==> config.mk <==
export PLATFORM = sky130hd
export DESIGN_NAME = alu_unit
export DESIGN_NICKNAME = d
export VERILOG_FILES = /design/src/rtl/alu_unit.sv
export SDC_FILE = /design/constraint.sdc
export NUM_CORES = 1
export LEC_CHECK = 0
export CAP_MARGIN = 20
export CORE_MARGIN = 5
export CORE_UTILIZATION = 30
export CTS_CLUSTER_DIAMETER = 50
export CTS_CLUSTER_SIZE = 12
export DETAILED_ROUTE_END_ITERATION = 7
export GPL_TIMING_DRIVEN = 0
export HOLD_SLACK_MARGIN = 0.1
export PLACE_DENSITY = 0.52
export SLEW_MARGIN = 5
export SYNTH_ARGS = -nofsm -noshare
export SYNTH_HDL_FRONTEND = slang
export SYNTH_SLANG_ARGS = --single-unit
==> constraint.sdc <==
create_clock -name clk -period 5.3 [get_ports clk]
set_clock_uncertainty 0.05 [all_clocks]
set_input_delay 1.325 -clock clk [delete_from_list [all_inputs] [get_ports clk]]
set_output_delay 1.325 -clock clk [all_outputs]
set_load 0.01 [all_outputs]
==> src/rtl/alu_unit.sv <==
// Execute-stage ALU: single-cycle ops plus an iterative 32-step signed divider,
// with a registered result and a start/busy/done handshake.
module alu_unit #(
   parameter int WIDTH = 32
) (
   input  logic             clk,
   input  logic             reset,
   input  logic             start,
   input  logic [3:0]       alu_control,
   input  logic [WIDTH-1:0] a,
   input  logic [WIDTH-1:0] b,
   output logic [WIDTH-1:0] result,
   output logic             zero,
   output logic             busy,
   output logic             done
);

   typedef enum logic [1:0] {IDLE, DIV, DONE} state_t;

   localparam logic [3:0] OP_ADD = 4'b0000, OP_AND = 4'b0001, OP_SUB = 4'b0010,
                          OP_SLT = 4'b0011, OP_DIV = 4'b0100, OP_REM = 4'b0101,
                          OP_SLL = 4'b0110, OP_SRL = 4'b0111, OP_SRA = 4'b1000;

   localparam logic [WIDTH-1:0] MIN_NEG = {1'b1, {(WIDTH-1){1'b0}}};

   state_t           state;
   logic [5:0]       cnt;
   logic [WIDTH-1:0] dvd, dvs, rem;
   logic             is_rem, q_neg, r_neg;

   logic [WIDTH-1:0] alu_out, rem_sh, rem_nx, quo_nx;
   logic             rem_ge, is_div_op;

   assign zero      = (result == '0);
   assign busy      = (state != IDLE);
   assign is_div_op = (alu_control == OP_DIV) || (alu_control == OP_REM);

   always_comb begin
      alu_out = '0;
      case (alu_control)
         OP_ADD: alu_out = a + b;
         OP_AND: alu_out = a & b;
         OP_SUB: alu_out = a - b;
         OP_SLT: alu_out = {{(WIDTH-1){1'b0}}, ($signed(a) < $signed(b))};
         OP_SLL: alu_out = a << b[4:0];
         OP_SRL: alu_out = a >> b[4:0];
         OP_SRA: alu_out = $signed(a) >>> b[4:0];
         default: alu_out = '0;
      endcase
   end

   // Restoring step: dividend shifts out MSB-first, quotient bits shift into its LSB.
   always_comb begin
      rem_sh = {rem[WIDTH-2:0], dvd[WIDTH-1]};
      rem_ge = (rem_sh >= dvs);
      rem_nx = rem_ge ? (rem_sh - dvs) : rem_sh;
      quo_nx = {dvd[WIDTH-2:0], rem_ge};
   end

   always_ff @(posedge clk) begin
      if (reset) begin
         state  <= IDLE;
         result <= '0;
         done   <= 1'b0;
         cnt    <= '0;
         dvd    <= '0;
         dvs    <= '0;
         rem    <= '0;
         is_rem <= 1'b0;
         q_neg  <= 1'b0;
         r_neg  <= 1'b0;
      end else begin
         done <= 1'b0;
         case (state)
            IDLE: if (start) begin
               if (!is_div_op) begin
                  result <= alu_out;
                  done   <= 1'b1;
                  state  <= DONE;
               end else if (b == '0) begin
                  result <= (alu_control == OP_DIV) ? '1 : a;
                  done   <= 1'b1;
                  state  <= DONE;
               end else if (a == MIN_NEG && b == '1) begin
                  result <= (alu_control == OP_DIV) ? MIN_NEG : '0;
                  done   <= 1'b1;
                  state  <= DONE;
               end else begin
                  dvd    <= a[WIDTH-1] ? -a : a;
                  dvs    <= b[WIDTH-1] ? -b : b;
                  rem    <= '0;
                  cnt    <= '0;
                  is_rem <= (alu_control == OP_REM);
                  q_neg  <= a[WIDTH-1] ^ b[WIDTH-1];
                  r_neg  <= a[WIDTH-1];
                  state  <= DIV;
               end
            end
            DIV: begin
               rem <= rem_nx;
               dvd <= quo_nx;
               cnt <= cnt + 6'd1;
               if (cnt == 6'd31) begin
                  if (is_rem) result <= r_neg ? -rem_nx : rem_nx;
                  else        result <= q_neg ? -quo_nx : quo_nx;
                  done  <= 1'b1;
                  state <= DONE;
               end
            end
            DONE: state <= IDLE;
            default: state <= IDLE;
         endcase
      end
   end

endmodule

Word-level counts from Yosys, hierarchy flattened
Index checks and enable logic that the tools add are counted. Widths: inputs -> output; s select.

Add/sub/neg operators: 8. Order comparisons: 2. Equal/unequal tests: 18. Shift operators: 3. Muxes and demuxes: 42. Bitwise operators: 4. Reductions and logical operators: 12.

Operator list (number): $mux 32 (17); $pmux 32 s7 (1); $neg 32->32 (4); $pmux 32 s2 (2); $mux 31 (4); $eq 32x32->1 const B (2); $logic_not 32->1 (2); $sub 32x32->32 (2); $pmux 31 s2 (1); $add 32x32->32 (1); $and 32x32->32 (1); $ge 32x32->1 (1); $lt 32x32->1 (1); $shl 32x5->32 (1); $shr 32x5->32 (1); $sshr 32x5->32 (1); $mux 6 (4); $eq 4x3->1 const B (4); $pmux 6 s2 (1); $mux 2 (5); $ne 2x2->1 const B (5); $reduce_and 5->1 (2); $eq 4x2->1 const B (2); $add 6x1->6 const B (1); other kinds (17) (23).

Register bits: 139. Input bits: 71. Output and inout port bits: 35. Logic and storage cells: 99.

Logic depth before layout (Yosys ltp)
Depth after elaboration: 7. Depth in mapped cells: 27. Depth with buffers taken out: 23.

Least setup slack after synthesis
OpenSTA, ideal clock, no wires.

Kind: register -> register. From: register dvd[31]. To: register result[26]. Library setup time: 0.132 ns. Arrival time: 5.548 ns. Required time: 5.118 ns. Setup slack: -0.430 ns. Cell stages (with the launch flop): 27. Buffers on the path: 4. Period minus slack after synthesis: 5.730 ns. Cell sequence: dfxtp_1 > inv_1 > ha_1 > fa_1 > nand2b_1 > a21oi_1 > o211ai_2 > a21o_2 > nand3_2 > buf_2 > buf_2 > buf_2 > buf_1 > a21oi_1 > inv_1 > ha_1 > nand2_1 > or4_1 > or3_1 > nor4_1 > a41oi_1 > or3b_4 > nor3_2 > a31oi_1 > xnor2_1 > a2111oi_1 > nor4_1.

Word-level cells in the longest chain between the ends: 7. Elaborated cells between the ends (all ways): 10. Those cells by class: 3 x add/sub; 1 x order compare; 6 x mux.

Ends and longest elaborated chain: start: declaration (line 28) `logic [WIDTH-1:0] dvd, dvs, rem;`; start signal: assignment (line 89) `dvd <= a[WIDTH-1] ? -a : a;`; start signal: assignment (line 101) `dvd <= quo_nx;`; $sub 32x32->32 or $ge 32x32->1 (tied branches) (line 56, 55); $mux 32 (line 56) `rem_nx = rem_ge ? (rem_sh - dvs) : rem_sh;`; $neg 32->32 (line 104) `if (is_rem) result <= r_neg ? -rem_nx : rem_nx;`; $mux 32 (line 104); $mux 32 (*) (line 104); $mux 32 (*) (line 103) `if (cnt == 6'd31) begin`; $pmux 32 s2 (*) (line 74) `case (state)`; end signal: assignment (line 77) `result <= alu_out;`; end signal: assignment (line 104); end signal: assignment (line 105) `else result <= q_neg ? -quo_nx : quo_nx;`; end: declaration (line 12) `output logic [WIDTH-1:0] result,`.

Every way passes the cells marked *; elsewhere a longest branch is shown, timed or not. The select of a mux whose other input is x is not followed. A chain may end at the register's enable or synchronous reset.

Worst setup path in the final report
From: input port b[0]. To: register result[4].

Word-level cells in the longest chain between the ends: 5. Elaborated cells between the ends (all ways): 15. Those cells by class: 2 x add/sub; 2 x eq/ne; 3 x shift; 5 x mux; 3 x reduce/logical.

Ends and longest elaborated chain: start: declaration (line 11) `input logic [WIDTH-1:0] b,`; $sub 32x32->32 (tied with other cells) (line 43) `OP_SUB: alu_out = a - b;`; $pmux 32 s7 or $mux 32 (tied branches) (line 40, 80); $mux 32 (line 76) `if (!is_div_op) begin`; $mux 32 (line 75) `IDLE: if (start) begin`; $pmux 32 s2 (line 74); end signal: assignment (line 77); end signal: assignment (line 81) `result <= (alu_control == OP_DIV) ? '1 : a;`; end signal: assignment (line 85) `result <= (alu_control == OP_DIV) ? MIN_NEG : '0;`.

Several ways; a longest one is shown, not always the timed one. The select of a mux whose other input is x is not followed.

==> impl_metrics.toml <==
[sta]
grt_setup_unrepaired = "true"
tightest_slew_ns = 1.21
setup_viol = 0
tns_ns = 0
slew_violations = 0
hold_viol = 0
period_minus_slack_ns = 5.29
fin_crit_sh_pct = 99.7
max_freq_ghz = 0.189
slew_headroom_pct = 19.0

[synthesis]
synth_ff_type = "dfxtp_1"
synth_top_area_share_pct = 15.1
synth.area.top_cells = "dfxtp_1 15%, ha_1 7.0%, nor2_1 6.5%"
syn_inst = 2583
syn_area_um2 = 18400
avgSynthCellArea_um2 = 7.12
ys_ff_latch = 139
synth.largest_area_cell = "dfxtp_1"
yosys-top-cells-count = "320 x nor2_1, 214 x nand2_1, 208 x o21ai_0"
syn-num-nets = 2760
ys.warnings.count = 0
yosysMostFrequentCell = "nor2_1"
synth-async-reset-ratio_pct = 0
seq_area_frac_synth_pct = 15.1
synthDistinctLibCells = 100
synth_edf_count = 0

[cts]
cts_buffers = 17
path_clk_slew_ns = 0.07
cts_tree = "yes"
max-clock-path-buffers = 2
root_buffer = "clkbuf_16"
htreeDepth = 4
clock_sinks = 139
clock_latency_ns = 0.45

[detailed_routing]
drc = 1
dr.pass1.iters = 8
viasPerCell = 6.51
drt-total-wl_um = 113000
vias = 23000
antenna_left = 0
first_iter_violations = 3191
wl_per_cell_um = 31.9

[place]
dpl_cell_area_um2 = 20500
portBuffers = 103
placed_cells = 3471
gp_congestion = 1.07
place_hpwl_um = 90700

[cells_and_area]
drive_gt1_share_pct = 13.6
stdcell_count = 3541
fin_area_um2 = 22300
syn_to_final_growth_pct = 21.2
final_nets = 2921

[global_routing]
grt_pass1_wl_um = 158000
grt_usage_pct = 32.1
overflow = 0
antenna_found_initial = 4
grt_max_degree = 20
grt_pass1_vias = 21700

[worst_setup_path]
start_kind = "input port"
crit_arrival_ns = 5.61
cp-end-kind = "flip-flop"
r2r_slack_ns = 0.02
r2r-start = "dvs[0]"
cp.required_ns = 5.63
rr_worst_depth = 24
cp_max_fo = 11
critPathKind = "input port to flip-flop"
reg2reg_to = "result[28]"

[power_and_ir_drop]
p_leak_nw = 8.22
power.density_nw_per_um2 = 281
ir_drop_mv = 0.232
fin_total_pwr_mw = 6.26

[worst_hold_path]
min-delay-start = "result[10]"
holdCritPathClass = "flip-flop to flip-flop"
hold_depth = 2
hold_end = "result[10]"

[status]
status = "finished, violations left"
violations = "DRC"

[die]
die_y_um = 258
row_count = 90
pin_count = 106
die_w_um = 258
dieArea_um2 = 66400
core_area_um2 = 60600
start_util_pct = 30.4

[flow_run]
cap_violations = 0
[cell families (layout without fill, tap and decap cells)]
logic type | Yosys count | after routing | synth area share, %
AOI/OAI and AO/OA | 888 | 888 | 32.2
xor gates and xnor gates | 167 | 167 | 7.95
adders and majority gates | 106 | 106 | 7.33
and+or+nand+nor | 839 | 839 | 21.4
other | 0 | 2 | 0
buffers and inverters | 339 | 513 | 7.23
muxes | 105 | 105 | 8.79
DFF | 139 | 139 | 15.1
[metal layers]
metal  GRT usage [%]  wire (um)  vias to the layer above
met5               0         19                        -
met4            16.2       7050                        4
met3            6.88      11300                      291
met2            49.4      48900                     1509
met1            42.5      45700                    11300
li1                -          -                     9910
[worst max-delay path: stages]
cell and delay [ns]:
buf_2 0.22, buf_6 0.22, clkinvlp_4 0.15, clkbuf_8 0.24
ha_1 0.24, nor3b_4 0.31, nand4_1 0.20, or3_4 0.44
or4_4 0.51, nor4_4 0.23, buf_4 0.19, buf_4 0.18
buf_4 0.21, o21ai_0 0.11, o211ai_1 0.14, a211oi_1 0.19
nor3_1 0.30, a21oi_1 0.08, nor2_1 0.10
[registers in the layout (all words and copies together), names as in the netlist, 2 cells and up]
register and count:
cnt 6, state 2, rem 31, result 32, dvs 32, dvd 32
[layout make-up]
type	count	area, um2
clock buffers	17	425
repair buffers	151	1400
clock inverters	15	176
flip-flops and latches	139	2810
inverters	126	485
well taps	782	978
plain buffers	204	1010
fillers	6482	38300
multi-input cells	2105	15000
diodes	2	5.00
[cells in the final DEF, fill, tap and decap left out, types with 21 or more instances in the layout]
master | Yosys | final
a211oi_1 | 59 | 55
a21o_1 | 29 | 29
a21oi_1 | 200 | 187
a222oi_1 | 34 | 34
a22oi_1 | 29 | 29
buf_2 | 27 | 21
buf_4 | 4 | 53
clkbuf_1 | 163 | 139
clkdlybuf4s50_1 | 0 | 91
dfxtp_1 | 139 | 117
dfxtp_2 | 0 | 22
ha_1 | 103 | 81
inv_1 | 123 | 110
mux2i_1 | 51 | 51
mux4_2 | 44 | 44
nand2_1 | 214 | 207
nand2b_1 | 27 | 26
nand3_1 | 45 | 43
nand4_1 | 39 | 39
nor2_1 | 320 | 319
nor3_1 | 38 | 32
nor4_1 | 31 | 30
o211ai_1 | 30 | 30
o21ai_0 | 208 | 197
o21ai_1 | 21 | 27
o31ai_1 | 43 | 43
or3_1 | 36 | 34
xnor2_1 | 125 | 122
xor2_1 | 42 | 42
[worst max-delay path by stage]
stage,start,end,slack (ns)
after floorplan,dvd[31],result[26],0.002
after global placement,b[2],result[29],-3.31
after detailed placement,b[0],result[16],-2.62
after CTS,b[2],result[18],0.005
after global routing,dvs[24],result[28],-0.14
final,b[0],result[4],0.01
[what timing repair did]
action / in CTS / in global routing
resized for setup: 149 / 131
hold buffers: 0 / 0
setup buffers: 24 / 21
pin swaps: 31 / 44
setup endpoints to repair: 139 / 99
[where the power goes]
part | internal, mW | switching [mW] | total [mW]
registers | 1.08 | 0.0569 | 1.14
logic | 1.39 | 2.47 | 3.87
clock network | 0.675 | 0.575 | 1.25
total | 3.15 | 3.11 | 6.26
[stage by stage]
stage	util, %	hold slack, ns	setup slack [ns]
3_5_place_dp	33.8	0.414	-2.62
5_1_grt	36.8	0.442	-0.143
4_1_cts	35.9	0.424	0.00510
2_1_floorplan	-	0.410	0.00176
6_report	36.8	0.423	0.0142
3_3_place_gp	33.7	0.409	-3.31
(Power assumes the default switching activity.)
